### config.mk
export PLATFORM = sky130hd
export DESIGN_NAME = imem_fetch_ctrl
export DESIGN_NICKNAME = d
export VERILOG_FILES = /design/src/rtl/imem_fetch_ctrl_pkg.sv /design/src/rtl/imem_fetch_ctrl_pc_next_sel.sv /design/src/rtl/imem_fetch_ctrl.sv
export SDC_FILE = /design/constraint.sdc
export NUM_CORES = 1
export LEC_CHECK = 0
export CORE_UTILIZATION = 43
export DETAILED_ROUTE_END_ITERATION = 16
export PLACE_DENSITY = 0.8
export SLEW_MARGIN = 10
export SYNTH_ARGS = -nofsm -noshare
export SYNTH_HDL_FRONTEND = slang
export SYNTH_HIERARCHICAL = 1
export SYNTH_SLANG_ARGS = --single-unit
### constraint.sdc
create_clock -name clk -period 3 [get_ports clk]
set_input_delay 0.9 -clock clk [delete_from_list [all_inputs] [get_ports clk]]
set_output_delay 0.9 -clock clk [all_outputs]
set_load 0.005 [all_outputs]
### src/rtl/imem_fetch_ctrl_pkg.sv
// -----------------------------------------------------------------------------
// imem_fetch_ctrl_pkg
//   Shared definitions for the instruction fetch front end: default widths,
//   the NOP encoding, opcode constants and the fetch FSM state type.
// -----------------------------------------------------------------------------
package imem_fetch_ctrl_pkg;

    localparam int unsigned ADDR_W_DEF = 16;
    localparam int unsigned DATA_W_DEF = 16;

    // Encodings
    localparam logic [15:0] NOP_ENC = 16'h0000;
    localparam logic [3:0]  OP_HLT  = 4'hF;

    typedef enum logic {
        FETCH = 1'b0,
        HALT  = 1'b1
    } fetch_state_t;

endpackage : imem_fetch_ctrl_pkg

### src/rtl/imem_fetch_ctrl_pc_next_sel.sv
// -----------------------------------------------------------------------------
// pc_next_sel
//   Next-PC selector for the fetch sequencer. Priority: redirect target,
//   then sequential increment (modulo 2^ADDR_W), otherwise hold.
// Ports:
//   pc         in   ADDR_W  current program counter
//   flush      in   1       redirect request
//   flush_addr in   ADDR_W  redirect target
//   advance    in   1       a fetch is being accepted this cycle
//   pc_next    out  ADDR_W  value the PC register loads at the next posedge
// -----------------------------------------------------------------------------
module pc_next_sel #(
    parameter int unsigned ADDR_W = 16
) (
    input  logic [ADDR_W-1:0] pc,
    input  logic              flush,
    input  logic [ADDR_W-1:0] flush_addr,
    input  logic              advance,
    output logic [ADDR_W-1:0] pc_next
);

    always_comb begin
        pc_next = pc;
        if (flush) begin
            pc_next = flush_addr;
        end else if (advance) begin
            pc_next = pc + ADDR_W'(1);
        end
    end

endmodule : pc_next_sel

### src/rtl/imem_fetch_ctrl.sv
// -----------------------------------------------------------------------------
// imem_fetch_ctrl
//   Fetch sequencer in front of the instruction memory. Owns the PC, issues
//   imem reads and captures each returned word into the IF/ID register.
//   Honours decode stall, redirect (flush) and the HLT opcode.
// Ports:
//   clk         in   1       system clock, posedge active
//   rst_n       in   1       asynchronous active-low reset
//   imem_addr   out  ADDR_W  imem address (= pc)
//   imem_rd_en  out  1       imem read enable
//   imem_instr  in   DATA_W  imem read data for the current address
//   stall       in   1       decode cannot accept; hold IF/ID and PC
//   flush       in   1       redirect fetch to flush_addr
//   flush_addr  in   ADDR_W  redirect target
//   instr_out   out  DATA_W  IF/ID instruction
//   pc_out      out  ADDR_W  address of instr_out
//   instr_vld   out  1       instr_out holds a real fetched instruction
//   halted      out  1       fetch stopped on HLT
// -----------------------------------------------------------------------------
module imem_fetch_ctrl
    import imem_fetch_ctrl_pkg::*;
#(
    parameter int unsigned        ADDR_W     = ADDR_W_DEF,
    parameter int unsigned        DATA_W     = DATA_W_DEF,
    parameter logic [ADDR_W-1:0]  RESET_PC   = '0,
    parameter logic [DATA_W-1:0]  NOP_INSTR  = NOP_ENC,
    parameter logic [3:0]         HLT_OPCODE = OP_HLT
) (
    input  logic              clk,
    input  logic              rst_n,
    output logic [ADDR_W-1:0] imem_addr,
    output logic              imem_rd_en,
    input  logic [DATA_W-1:0] imem_instr,
    input  logic              stall,
    input  logic              flush,
    input  logic [ADDR_W-1:0] flush_addr,
    output logic [DATA_W-1:0] instr_out,
    output logic [ADDR_W-1:0] pc_out,
    output logic              instr_vld,
    output logic              halted
);

    fetch_state_t      state, state_next;
    logic [ADDR_W-1:0] pc, pc_next;
    logic [DATA_W-1:0] instr_next;
    logic [ADDR_W-1:0] pc_out_next;
    logic              vld_next;
    logic              is_hlt;

    assign imem_addr  = pc;
    assign imem_rd_en = (state == FETCH) && !stall && !flush;
    assign is_hlt     = (imem_instr[DATA_W-1 -: 4] == HLT_OPCODE);

    // halted is exactly "FSM sits in HALT": both set on HLT capture and both
    // cleared only by flush or reset, so no separate flag register is kept.
    assign halted = (state == HALT);

    pc_next_sel #(
        .ADDR_W (ADDR_W)
    ) u_pc_next_sel (
        .pc         (pc),
        .flush      (flush),
        .flush_addr (flush_addr),
        .advance    (imem_rd_en),
        .pc_next    (pc_next)
    );

    // FSM state register
    always_ff @(posedge clk or negedge rst_n) begin
        if (!rst_n) begin
            state <= FETCH;
        end else begin
            state <= state_next;
        end
    end

    // Next-state and IF/ID next values; priority flush > stall > normal
    always_comb begin
        state_next  = state;
        instr_next  = instr_out;
        pc_out_next = pc_out;
        vld_next    = instr_vld;
        if (flush) begin
            state_next = FETCH;
            instr_next = NOP_INSTR;
            vld_next   = 1'b0;
        end else if (!stall) begin
            case (state)
                FETCH: begin
                    instr_next  = imem_instr;
                    pc_out_next = pc;
                    vld_next    = 1'b1;
                    if (is_hlt) begin
                        state_next = HALT;
                    end
                end
                HALT: begin
                    instr_next = NOP_INSTR;
                    vld_next   = 1'b0;
                end
                default: state_next = FETCH;
            endcase
        end
    end

    // PC and IF/ID registers
    always_ff @(posedge clk or negedge rst_n) begin
        if (!rst_n) begin
            pc        <= RESET_PC;
            instr_out <= NOP_INSTR;
            pc_out    <= RESET_PC;
            instr_vld <= 1'b0;
        end else begin
            pc        <= pc_next;
            instr_out <= instr_next;
            pc_out    <= pc_out_next;
            instr_vld <= vld_next;
        end
    end

endmodule : imem_fetch_ctrl

==> summary.md <==
| Metric | Value |
|---|---|
| Pins over their slew limit | `0` |
| Final HPWL DP | `3625 um` |
| RSZ-0062 raised after global routing | `no` |
| Residual DRC count | `0` |
| Top cells by count, synth | `dfrtp_1 (50), nand2_1 (18), a22o_1 (16)` |
| Mean Syn Cell Area | `12.33 um2` |
| Status | `finished clean` |
| Pint | `1.150 mW` |
| Io pins | `87` |
| Initial DRT Pass Iterations | `4` |
| Via density | `5.042` |
| Critical Path RT | `3.22 ns` |
| Bufs on Longest Clock Path | `2` |
| Max_cap viols | `0` |
| Register bit total from synthesis | `50` |
| Clock group share of total power | `23.7%` |
| Worst setup margin | `0.1837 ns` |
| Top area cells in the synthesized netlist | `dfrtp_1 (58%), a22o_1 (6.5%), mux2_1 (6.3%)` |
| Max Clock Freq | `355.1 MHz` |
| Setup crit start kind | `input port` |
| Crit-path max FO | `15` |
| Hold Slack | `0.4857 ns` |
| Cell taking the most area after synthesis | `dfrtp_1` |
| Total vias in the final route | `1684` |
| Initial antenna violation count | `0` |
| Reg power frac | `53.3%` |
| Post-CTS sizing | `1` |
| Switching share of power | `25.04%` |
| CTS tree | `done` |
| DP Worst Slack | `-0.1194 ns` |
| First-pass GRT wire length | `7824 um` |
| NetSw | `0.3839 mW` |
| Total CTS buffers | `5` |
| Final setup fails | `0` |
| Worst-Margin Slew | `1.226 ns` |
| Lkg Pwr | `1.306 nW` |
| Setup Skew | `0.006433 ns` |
| Crit end category | `register` |
| Chip width | `72.83 um` |
| Total Routed Length | `4826 um` |
| Met3 Use GR | `3.315%` |
| Combinational power share | `23.0%` |
| Busiest grt layer | `met2` |
| CTS sink cnt | `50` |
| Reg2Reg Depth | `6` |
| Fin Setup TNS | `0 ns` |
| Post-synth top area share | `58.00%` |
| Fin crit share | `93.88%` |
| Largest net degree at the start of global routing | `38` |
| Root buf cell | `clkbuf_8` |
| Global route total overflow | `0` |
| Hold Crit Depth | `1` |
| Initial Utilization | `45.07%` |
| Ant. Diodes | `0` |
| Endpoints failing hold | `0` |
| Starting DRT DRC Count | `42` |
| Final instance area | `3163 um2` |
| Vias in the first global route | `1657` |
| Mapped cell area | `2157 um2` |
| Reg2reg setup slack | `0.85 ns` |
| EDFF count, synth | `0` |
| Cell Area, Placed | `3088 um2` |
| GR Layer Usage met2 | `32.19%` |
| Crit path kind | `in2reg` |
| VDD IR max | `0.2979 mV` |
| Fin nets | `304` |
| Yosys warns | `6` |
| Number of hold buffers added after CTS | `0` |
| CTS H-tree lvls | `2` |
| Area of the die | `5303 um2` |
| Clock Latency Late Sink | `0.30 ns` |
| Rows | `25` |
| Most numerous cell in the Yosys netlist | `dfrtp_1` |
| Synth-to-Final Area Change | `46.64%` |
| Total Routing Usage GR | `19.48%` |
| Post-DRT Antenna Nets | `0` |
| Die height | `72.83 um` |
| Post-Synthesis Cells | `175` |
| Register area share after synthesis | `58.00%` |
| Asr flop ratio synth | `100.0%` |
| Yosys cell types | `34` |
| Slew HR | `18.10%` |
| CTS clk-pin slew, worst paths | `0.08 ns` |
| Share of layout cells above drive strength 1 | `7.116%` |
| P per Cell Area | `484.8 nW/um2` |
| PortBufs | `86` |
| Met1 Usage GRT | `26.11%` |
| CP arrival | `3.04 ns` |
| Core Box Area | `4786 um2` |
| Per-cell routed wire length | `14.45 um` |
| Mapped Nets | `212` |
| Fin crit period | `2.816 ns` |
| Post-CTS setup buffer count | `0` |
| Final GP Congestion | `0.7672` |
| HP Class | `reg2reg` |
| Main synth FF type | `dfrtp_1` |
[critical path, cell delays in order]
cell             delay (ns)
clkdlybuf4s50_1        0.47
nor3_4                 0.27
buf_4                  0.26
nand2_1                0.11
or4_1                  0.54
or3_1                  0.32
a31oi_1                0.16
[kinds of logic (layout without fill, tap and decap cells)]
logic type | after synthesis | in the layout | share of synthesized area (%)
and+or+nand+nor | 48 | 48 | 12.30
AOI/OAI and AO/OA | 35 | 35 | 11.83
muxes | 18 | 18 | 9.281
buffers and inverters | 12 | 104 | 3.538
DFF | 50 | 50 | 58.00
xor gates and xnor gates | 11 | 11 | 4.466
adders and majority gates | 1 | 1 | 0.5800
[sequential cells by signal, indices dropped and copies added, names as in the netlist]
signal / flops
imem_addr: 16
pc_out: 16
instr_out: 16
instr_vld: 1
halted: 1
[power groups by stage]
stage / clock [mW] / combinational, mW / sequential, mW
after floorplan: 0 / 0.109 / 0.828
after detailed placement: 0 / 0.357 / 0.832
final: 0.364 / 0.352 / 0.817
after global routing: 0.403 / 0.383 / 0.831
after CTS: 0.376 / 0.359 / 0.819
after global placement: 0 / 0.349 / 0.828
[through the flow]
stage	power (mW)	util [%]	std cells
final	1.534	66.09	334
after global routing	1.616	66.09	334
after CTS	1.553	66.09	334
after detailed placement	1.189	64.52	327
after global placement	1.177	64.52	327
after floorplan	0.9372	-	175
[metal layers]
| layer | wire length [um] | up-vias |
|---|---|---|
| met5 | 0 | - |
| met1 | 2227 | 823 |
| met3 | 137 | 6 |
| met2 | 2394 | 41 |
| li1 | - | 814 |
| met4 | 65 | 0 |
[area by class of cell]
type	count	area (um2)
clock buffer	7	76.32
fill	405	1623
inverter	4	15.01
multi-input combinational	113	829.5
sequential	50	1251
tap	67	83.83
timing repair buffer	93	907.1
[placed cells by master (no fill, tap or decap)]
cell / count
a21o_1: 1
a221o_1: 2
a22o_1: 16
a22oi_1: 1
a31oi_1: 1
and3_1: 1
buf_2: 1
buf_4: 7
clkbuf_1: 2
clkbuf_8: 5
clkdlybuf4s50_1: 84
dfrtp_1: 50
dlygate4sd2_1: 1
ha_1: 1
inv_1: 4
mux2_1: 12
mux2_2: 4
mux2i_1: 2
nand2_1: 18
nand3_1: 4
nand3b_1: 1
nand4_1: 4
nand4_4: 1
nor2_1: 4
nor2b_1: 2
nor3_1: 4
nor3_4: 1
nor3b_1: 2
nor4_1: 4
o21ai_0: 13
o32ai_1: 1
or3_1: 1
or4_1: 1
xnor2_1: 7
xor2_1: 4
[worst paths after layout]
path	startpoint	endpoint
setup / recovery	stall	imem_addr[14]
hold / removal	pc_out[10]	pc_out[10]
setup reg to reg	halted	imem_addr[14]
hold reg to reg	pc_out[10]	pc_out[10]
max in group asynchronous	rst_n	imem_addr[8]
min in group asynchronous	rst_n	pc_out[4]
(Power assumes the default switching activity.)
